$ cat src/rtl/cordic_vectoring_core.sv
// Iterative CORDIC vectoring engine: converts a signed (x, y) pair into an
// uncorrected magnitude (carries the CORDIC gain) and a phase angle where
// 2^WORD_LENGTH LSB equals one full turn. One micro-rotation per clock; the
// arctangent constant for iteration i is read combinationally from an
// external ROM addressed by i.
module cordic_vectoring_core #(
    parameter int WORD_LENGTH    = 16,
    parameter int ADDRESS_LENGTH = 4,
    parameter int ITERATIONS     = 14
) (
    input  logic                             clk,
    input  logic                             rst,
    input  logic                             start,
    input  logic signed [WORD_LENGTH-1:0]    x_in,
    input  logic signed [WORD_LENGTH-1:0]    y_in,
    output logic                             busy,
    output logic                             done,
    output logic        [WORD_LENGTH+1:0]    magnitude,
    output logic        [WORD_LENGTH-1:0]    angle,
    output logic                             rom_read_enable,
    output logic        [ADDRESS_LENGTH-1:0] rom_address,
    input  logic        [WORD_LENGTH-1:0]    rom_data
);

    // Two guard bits: one for the exact negation of the most negative input,
    // one for the CORDIC gain (K * sqrt(2) * 2^(W-1) < 2^(W+1)).
    localparam int XW = WORD_LENGTH + 2;
    localparam logic [ADDRESS_LENGTH-1:0] LAST_I = ADDRESS_LENGTH'(ITERATIONS - 1);
    localparam logic [WORD_LENGTH-1:0]    Z_HALF = {1'b1, {(WORD_LENGTH-1){1'b0}}};

    typedef enum logic [1:0] {
        IDLE,
        ITER,
        DONE
    } state_t;

    state_t                      state_reg, state_next;
    logic signed [XW-1:0]        x_reg, x_next;
    logic signed [XW-1:0]        y_reg, y_next;
    logic [WORD_LENGTH-1:0]      z_reg, z_next;
    logic [ADDRESS_LENGTH-1:0]   i_reg, i_next;
    logic                        zero_flag_reg, zero_flag_next;
    logic [XW-1:0]               magnitude_reg, magnitude_next;
    logic [WORD_LENGTH-1:0]      angle_reg, angle_next;

    logic signed [XW-1:0]        x_ext, y_ext;
    logic signed [XW-1:0]        x_shift, y_shift;
    logic signed [XW-1:0]        x_rot, y_rot;
    logic [WORD_LENGTH-1:0]      z_rot;

    // Operands sign-extended before any negation so -(-2^(W-1)) is exact.
    assign x_ext = {{2{x_in[WORD_LENGTH-1]}}, x_in};
    assign y_ext = {{2{y_in[WORD_LENGTH-1]}}, y_in};

    // Arithmetic shifts of the pre-update vector (truncating, no rounding).
    assign x_shift = x_reg >>> i_reg;
    assign y_shift = y_reg >>> i_reg;

    // One micro-rotation: drive y toward zero, accumulate the rotated angle.
    always_comb begin
        if (!y_reg[XW-1]) begin
            x_rot = x_reg + y_shift;
            y_rot = y_reg - x_shift;
            z_rot = z_reg + rom_data;
        end else begin
            x_rot = x_reg - y_shift;
            y_rot = y_reg + x_shift;
            z_rot = z_reg - rom_data;
        end
    end

    // Next-state and datapath update for the IDLE / ITER / DONE sequence.
    always_comb begin
        state_next     = state_reg;
        x_next         = x_reg;
        y_next         = y_reg;
        z_next         = z_reg;
        i_next         = i_reg;
        zero_flag_next = zero_flag_reg;
        magnitude_next = magnitude_reg;
        angle_next     = angle_reg;
        case (state_reg)
            IDLE: begin
                if (start) begin
                    state_next     = ITER;
                    i_next         = '0;
                    zero_flag_next = (x_in == '0) && (y_in == '0);
                    // Left half-plane vectors are pre-rotated by 180 degrees
                    // so the micro-rotations only need to cover +/-90 degrees.
                    if (x_in[WORD_LENGTH-1]) begin
                        x_next = -x_ext;
                        y_next = -y_ext;
                        z_next = Z_HALF;
                    end else begin
                        x_next = x_ext;
                        y_next = y_ext;
                        z_next = '0;
                    end
                end
            end
            ITER: begin
                x_next = x_rot;
                y_next = y_rot;
                z_next = z_rot;
                if (i_reg == LAST_I) begin
                    state_next = DONE;
                    i_next     = '0;
                    // A zero vector has no defined phase; report all zeros.
                    if (zero_flag_reg) begin
                        magnitude_next = '0;
                        angle_next     = '0;
                    end else begin
                        magnitude_next = $unsigned(x_rot);
                        angle_next     = z_rot;
                    end
                end else begin
                    i_next = i_reg + ADDRESS_LENGTH'(1);
                end
            end
            DONE: begin
                state_next = IDLE;
            end
            default: begin
                state_next = IDLE;
            end
        endcase
    end

    // State and datapath registers; reset discards any in-flight conversion.
    always_ff @(posedge clk) begin
        if (rst) begin
            state_reg     <= IDLE;
            x_reg         <= '0;
            y_reg         <= '0;
            z_reg         <= '0;
            i_reg         <= '0;
            zero_flag_reg <= 1'b0;
            magnitude_reg <= '0;
            angle_reg     <= '0;
        end else begin
            state_reg     <= state_next;
            x_reg         <= x_next;
            y_reg         <= y_next;
            z_reg         <= z_next;
            i_reg         <= i_next;
            zero_flag_reg <= zero_flag_next;
            magnitude_reg <= magnitude_next;
            angle_reg     <= angle_next;
        end
    end

    assign busy            = (state_reg != IDLE);
    assign done            = (state_reg == DONE);
    assign rom_read_enable = (state_reg == ITER);
    assign rom_address     = (state_reg == ITER) ? i_reg : '0;
    assign magnitude       = magnitude_reg;
    assign angle           = angle_reg;

endmodule

$ cat config.mk
export PLATFORM = sky130hd
export DESIGN_NAME = cordic_vectoring_core
export DESIGN_NICKNAME = d
export VERILOG_FILES = /design/src/rtl/cordic_vectoring_core.sv
export SDC_FILE = /design/constraint.sdc
export NUM_CORES = 1
export LEC_CHECK = 0
export BUFFER_PORTS_ARGS = -buffer_cell sky130_fd_sc_hd__buf_2
export CAP_MARGIN = 20
export CORE_MARGIN = 5
export CORE_UTILIZATION = 44
export CTS_CLUSTER_SIZE = 16
export DETAILED_ROUTE_END_ITERATION = 8
export PLACE_DENSITY = 0.72
export SETUP_SLACK_MARGIN = 0.1
export SLEW_MARGIN = 30
export SYNTH_ARGS = -nofsm -noshare
export SYNTH_HDL_FRONTEND = slang
export SYNTH_SLANG_ARGS = --single-unit
$ cat constraint.sdc
create_clock -name clk -period 6.95 [get_ports clk]
set_input_delay 0.695 -clock clk [delete_from_list [all_inputs] [get_ports clk]]
set_output_delay 0.695 -clock clk [all_outputs]
set_load 0.03 [all_outputs]
[Yosys cells after proc, flatten, opt, wreduce, memory -nomap -nowiden]
Index checks and enable logic that the tools add are counted.
Cells by class
  reduce and logical (&&, ||, !) cells: 10
  $add $sub $neg: 9
  eq/ne operators: 5
  shift-type cells: 2
  muxes and demuxes: 21
Operator list (number)
  2-to-1 mux 18 bit: 7
  one-hot mux 18 bit (2 select lines): 2
  2-to-1 mux 16 bit: 4
  adder 18 bit: 2
  negation 16 -> 18 bit: 2
  >>> shifter 18 x 4 -> 18 bit: 2
  subtractor 18 bit: 2
  logical NOT 16 bit: 2
  one-hot mux 16 bit (2 select lines): 1
  adder 16 bit: 1
  subtractor 16 bit: 1
  2-to-1 mux 4 bit: 3
  one-hot mux 4 bit (2 select lines): 1
  AND reduction 2 bit: 4
  adder 4 x 1 -> 4 bit, second input constant: 1
  == test 4 bit, second input constant: 1
  2-to-1 mux 2 bit: 2
  one-hot mux 2 bit (2 select lines): 1
  nonzero test 2 bit: 2
  == test 2 x 1 -> 1 bit, second input constant: 1
  == test 2 bit, second input constant: 1
  logical NOT 2 bit: 1
  != test 2 x 1 -> 1 bit, second input constant: 1
  != test 2 bit, second input constant: 1
  logical AND 1 bit: 1
Storage, ports and cells
  bits in registers: 93
  logic and storage cells: 55
  input bits: 51

[Longest topological paths before layout]
  word-level depth: 4
  gate-level depth with buffers: 21
  gate-level depth less buffers: 18

[Worst setup path before layout]
No wires, ideal clock.
  path kind: register to register
  start point: register i_reg[0]
  end point: register magnitude_reg[15] (netlist: magnitude[15])
  setup time: 0.128 ns
  period minus slack after synthesis: 4.271 ns
  arrival: 4.143 ns
  required time: 6.822 ns
  cell stages (with the launch flop): 18
  setup slack: 2.679 ns
  path through: dfxtp_1 -> buf_6 -> buf_6 -> mux4_2 -> mux4_2 -> a211oi_4 -> and2_2 -> a21oi_1 -> xor2_1 -> ha_1 -> and4_1 -> a21oi_1 -> a21boi_0 -> a21o_1 -> a21oi_1 -> or4_1 -> a32oi_1 -> nor2_1
On the way
  word-level cells in the longest chain between the ends: 4
  elaborated cells on any way between the ends: 7
  those cells by class: add/sub: 2; eq/ne: 1; shift: 1; mux: 2; reduce/logical: 1
Ends and longest elaborated chain
  start: declaration: RTL line 41  | logic [ADDRESS_LENGTH-1:0] i_reg, i_next;
  start signal: assignment: RTL line 145  | i_reg <= i_next;
  >>> shifter 18 x 4 -> 18 bit: RTL line 57  | assign y_shift = y_reg >>> i_reg;
  adder 18 bit or subtractor 18 bit (tied branches): RTL line 62, 66
  2-to-1 mux 18 bit: RTL line 61  | if (!y_reg[XW-1]) begin
  2-to-1 mux 18 bit: RTL line 109  | if (zero_flag_reg) begin
  end signal: assignment: RTL line 147  | magnitude_reg <= magnitude_next;
  end: declaration: RTL line 43  | logic [XW-1:0] magnitude_reg, magnitude_next;
Parallel ways exist; a longest one is shown, timed or not.
A chain may end at the register's enable or synchronous reset.

[Worst setup path after layout]
Same ends and word-level chain as after synthesis.

==> reports/results.txt <==
Status -> complete, no violations
Min-delay src -> z_reg[0]
Share of cells above drive strength 1 -> 15.1%
Post-CTS Setup Bufs -> 0
CTS tree -> yes
Htree depth -> 3
Synth warnings -> 0
Net Switching -> 1.71 mW
Pwr dens -> 349 nW/um^2
Longest Clk Path Bufs -> 2
Fin area -> 10300 um^2
Fmax achieved -> 190 MHz
Worst EP required -> 7.17 ns
Clock Tree Root -> clkbuf_16
Max-slew headroom -> 44.9%
Number of hold violations in the final report -> 0
CP endpoint kind -> register
Vias in the first global route -> 8393
Power share of the sequential group -> 21.5%
# fillers -> 2022
ANT nets after route -> 0
Initial antenna violation count -> 0
Total global routing track utilization -> 23.1%
Layout Skew -> 0.0138 ns
Yosys reg bits -> 93
Combinational Power Share -> 63.5%
CTS Hold Bufs -> 0
Yosys top cell by area -> dfxtp_1
DR pass1 iterations -> 5
Syn_area_per_cell -> 8.06 um^2
FF-to-FF path depth -> 17
Multi-input gate area -> 7060 um^2
Top cell type's share of synthesized area -> 19.8%
Post-route DRC -> 0
Reg2reg end -> magnitude[15]
Primary FF master, synth -> dfxtp_1
CP Class -> register to register
WHS Path Cells -> 2
Synth top area cells -> dfxtp_1 (20%), ha_1 (7.4%), nor2_1 (5.8%), xnor2_1 (5.0%), mux4_2 (4.8%)
Register area share after synthesis -> 19.8%
Grt total ovfl -> 0
Pleak -> 4.26 nW
ANT cells -> 0
Clock power frac -> 15.0%
Final min period -> 5.26 ns
Reg2Reg Launch Point -> i_reg[0]
Final slew viol count -> 0
Tightest Pin Transition -> 0.823 ns
Core Box Area -> 21000 um^2
Clock Sink Count -> 93
Pre-CTS setup slack -> 1.81 ns
Final #Nets -> 1321
Internal -> 1.88 mW
Rows -> 53
Die area -> 24400 um^2
Syn_nets -> 1279
Final worst path period share -> 75.7%
Placed Cells incl. Taps -> 1475
Initial Utilization -> 44.8%
Global-route wire length before repair -> 45.8 mm
Arr. time, crit path -> 5.48 ns
R2R setup slack -> 1.69 ns
Post-Syn Instances -> 1169
Critical path peak fanout -> 30
Die X -> 156 um
Drt wl/cell -> 19.3 um
Switching Share -> 47.6%
TritonCTS buffer count -> 9
Dpl cell area -> 9980 um^2
Async S/R FF share, synth -> 0%
Hold crit path type -> register to register
Register area -> 1870 um^2
Post-route insts no fill -> 1491
Routability Congestion -> 0.991
Setup TNS Final -> 0 ns
Worst Hold Endpoint -> z_reg[0]
DP HPWL -> 21.4 mm
Setup slack after layout -> 1.69 ns
First DRT Iteration DRCs -> 1043
Crit path launch type -> register
Post_cts resized -> 0
Final setup fails -> 0
Largest net degree at the start of global routing -> 58
Area grow syn2layout -> 9.35%
Worst-Skew Late Latency -> 0.36 ns
Cell variety after synth -> 83
Synthesized cell area -> 9420 um^2
IO buf count -> 91
Number of synthesized flops with an enable pin -> 0
Die height -> 156 um
Max_cap viols -> 0
Via density per instance -> 6.18
Routed WL -> 28.8 mm
RSZ-0062 raised after global routing -> no
Worst vdd ir -> 0.203 mV
CTS clk-pin slew, worst paths -> 0.07 ns
DR vias -> 9213
Top Ports -> 92
[Yosys cell counts, types with 8 or more instances]
library cell  instances
xnor2_1              54
a21boi_0              8
nand3_1              29
dfxtp_1              93
a22o_1               12
nor2_1              146
a21oi_1              89
inv_1                46
a211oi_1             21
mux4_1               13
a21o_1               13
nor3_1               30
o21ai_0              48
o21a_1               17
or4_1                 9
xor2_1               40
mux2i_1              29
a31oi_1              15
nand2b_1             10
clkbuf_1             48
nand2_1              75
a22oi_1              21
or3_1                17
mux2_2               19
nor2b_1              13
and2_1               11
o211ai_1             17
o31ai_1              14
ha_1                 56
mux4_2               20
[worst max path at each step]
stage	startpoint	end	slack, ns	depth (start not counted)
after floorplan	i_reg[0]	magnitude[15]	2.68	17
after detailed placement	i_reg[0]	magnitude[15]	1.81	17
after global placement	i_reg[1]	y_reg[10]	1.92	16
after global routing	i_reg[1]	x_reg[14]	1.32	17
after CTS	i_reg[0]	magnitude[15]	1.78	17
final	i_reg[0]	magnitude[15]	1.69	17
[power by group through the flow]
stage                     Sequential [mW]  Clock (mW)  Combinational, mW
final                               0.771       0.540               2.28
after global routing                0.775       0.571               2.52
after CTS                           0.760       0.547               2.24
after detailed placement            0.772           0               2.22
after global placement              0.769           0               2.20
after floorplan                     0.680           0               1.81
[cells in the final DEF (no fill, tap or decap), types with 4 or more instances in the layout]
cell       instances
dfxtp_1           89
and3_1             7
a32oi_1            7
ha_1              56
xnor2_1           54
a21o_1            13
buf_4             11
xor2_1            40
mux2i_1           29
buf_2             91
a21boi_0           8
nor2b_1           13
clkbuf_16          9
nor4_1             5
nand4_1            6
o21a_1            17
and2_1            11
o22ai_1            4
a21oi_1           89
a22o_1            12
or3_1             17
a31oi_1           15
a22oi_1           21
mux4_2            20
or4_1              9
nand2b_1          10
a211oi_1          21
o211ai_1          17
a32o_1             5
o21ai_0           48
nand3_1           29
nand2_1           75
or2_2              5
o31ai_1           14
nor3_1            30
nand3b_1           5
nor2_1           143
mux2_2            19
mux4_1            13
inv_1             46
[kinds of logic (layout without fill, tap and decap cells)]
| logic type | Yosys count | after routing | synth area share, % |
|---|---|---|---|
| AOI/OAI and AO/OA | 338 | 338 | 24.3 |
| xor gates and xnor gates | 94 | 94 | 8.74 |
| adders and majority gates | 59 | 59 | 8.08 |
| buffers and inverters | 117 | 164 | 5.42 |
| DFF | 93 | 93 | 19.8 |
| muxes | 81 | 81 | 13.8 |
| and+or+nand+nor | 387 | 387 | 19.9 |
[critical path, cell delays in order (launching register included)]
cell	delay (ns)
dfxtp_2	0.61
buf_4	0.43
inv_1	0.39
mux2i_1	0.23
mux4_2	0.58
a211oi_4	0.28
and2_2	0.21
a21oi_1	0.07
xor2_1	0.19
ha_1	0.38
and4_1	0.18
a21oi_1	0.14
a21boi_0	0.29
a21o_1	0.19
a21oi_1	0.13
or4_1	0.52
a32oi_1	0.21
nor2_1	0.06
[stage by stage]
| stage | hold WS [ns] | power, mW | utilization (%) |
|---|---|---|---|
| 2_1_floorplan | 0.425 | 2.49 | - |
| 5_1_grt | 0.499 | 3.86 | 49.0 |
| 3_5_place_dp | 0.452 | 2.99 | 47.5 |
| 6_report | 0.470 | 3.59 | 49.0 |
| 3_3_place_gp | 0.436 | 2.97 | 47.4 |
| 4_1_cts | 0.470 | 3.55 | 49.0 |
[layer usage]
metal	global-route usage (%)	share of wire, %	up-vias
li1	-	-	4441
met1	33.8	46	4306
met2	35.1	44	421
met3	3.43	7.9	45
met4	7.15	2.4	0
met5	0	0	-
[cell type report]
type | instances | share of cell area (%)
Clock inverter | 7 | 0.887
Timing Repair Buffer | 102 | 5.22
Tap cell | 275 | 3.34
Multi-Input combinational cell | 959 | 68.5
Inverter | 46 | 1.68
Clock buffer | 9 | 2.19
Sequential cell | 93 | 18.2
No activity file was read; power rests on OpenSTA's default activity.
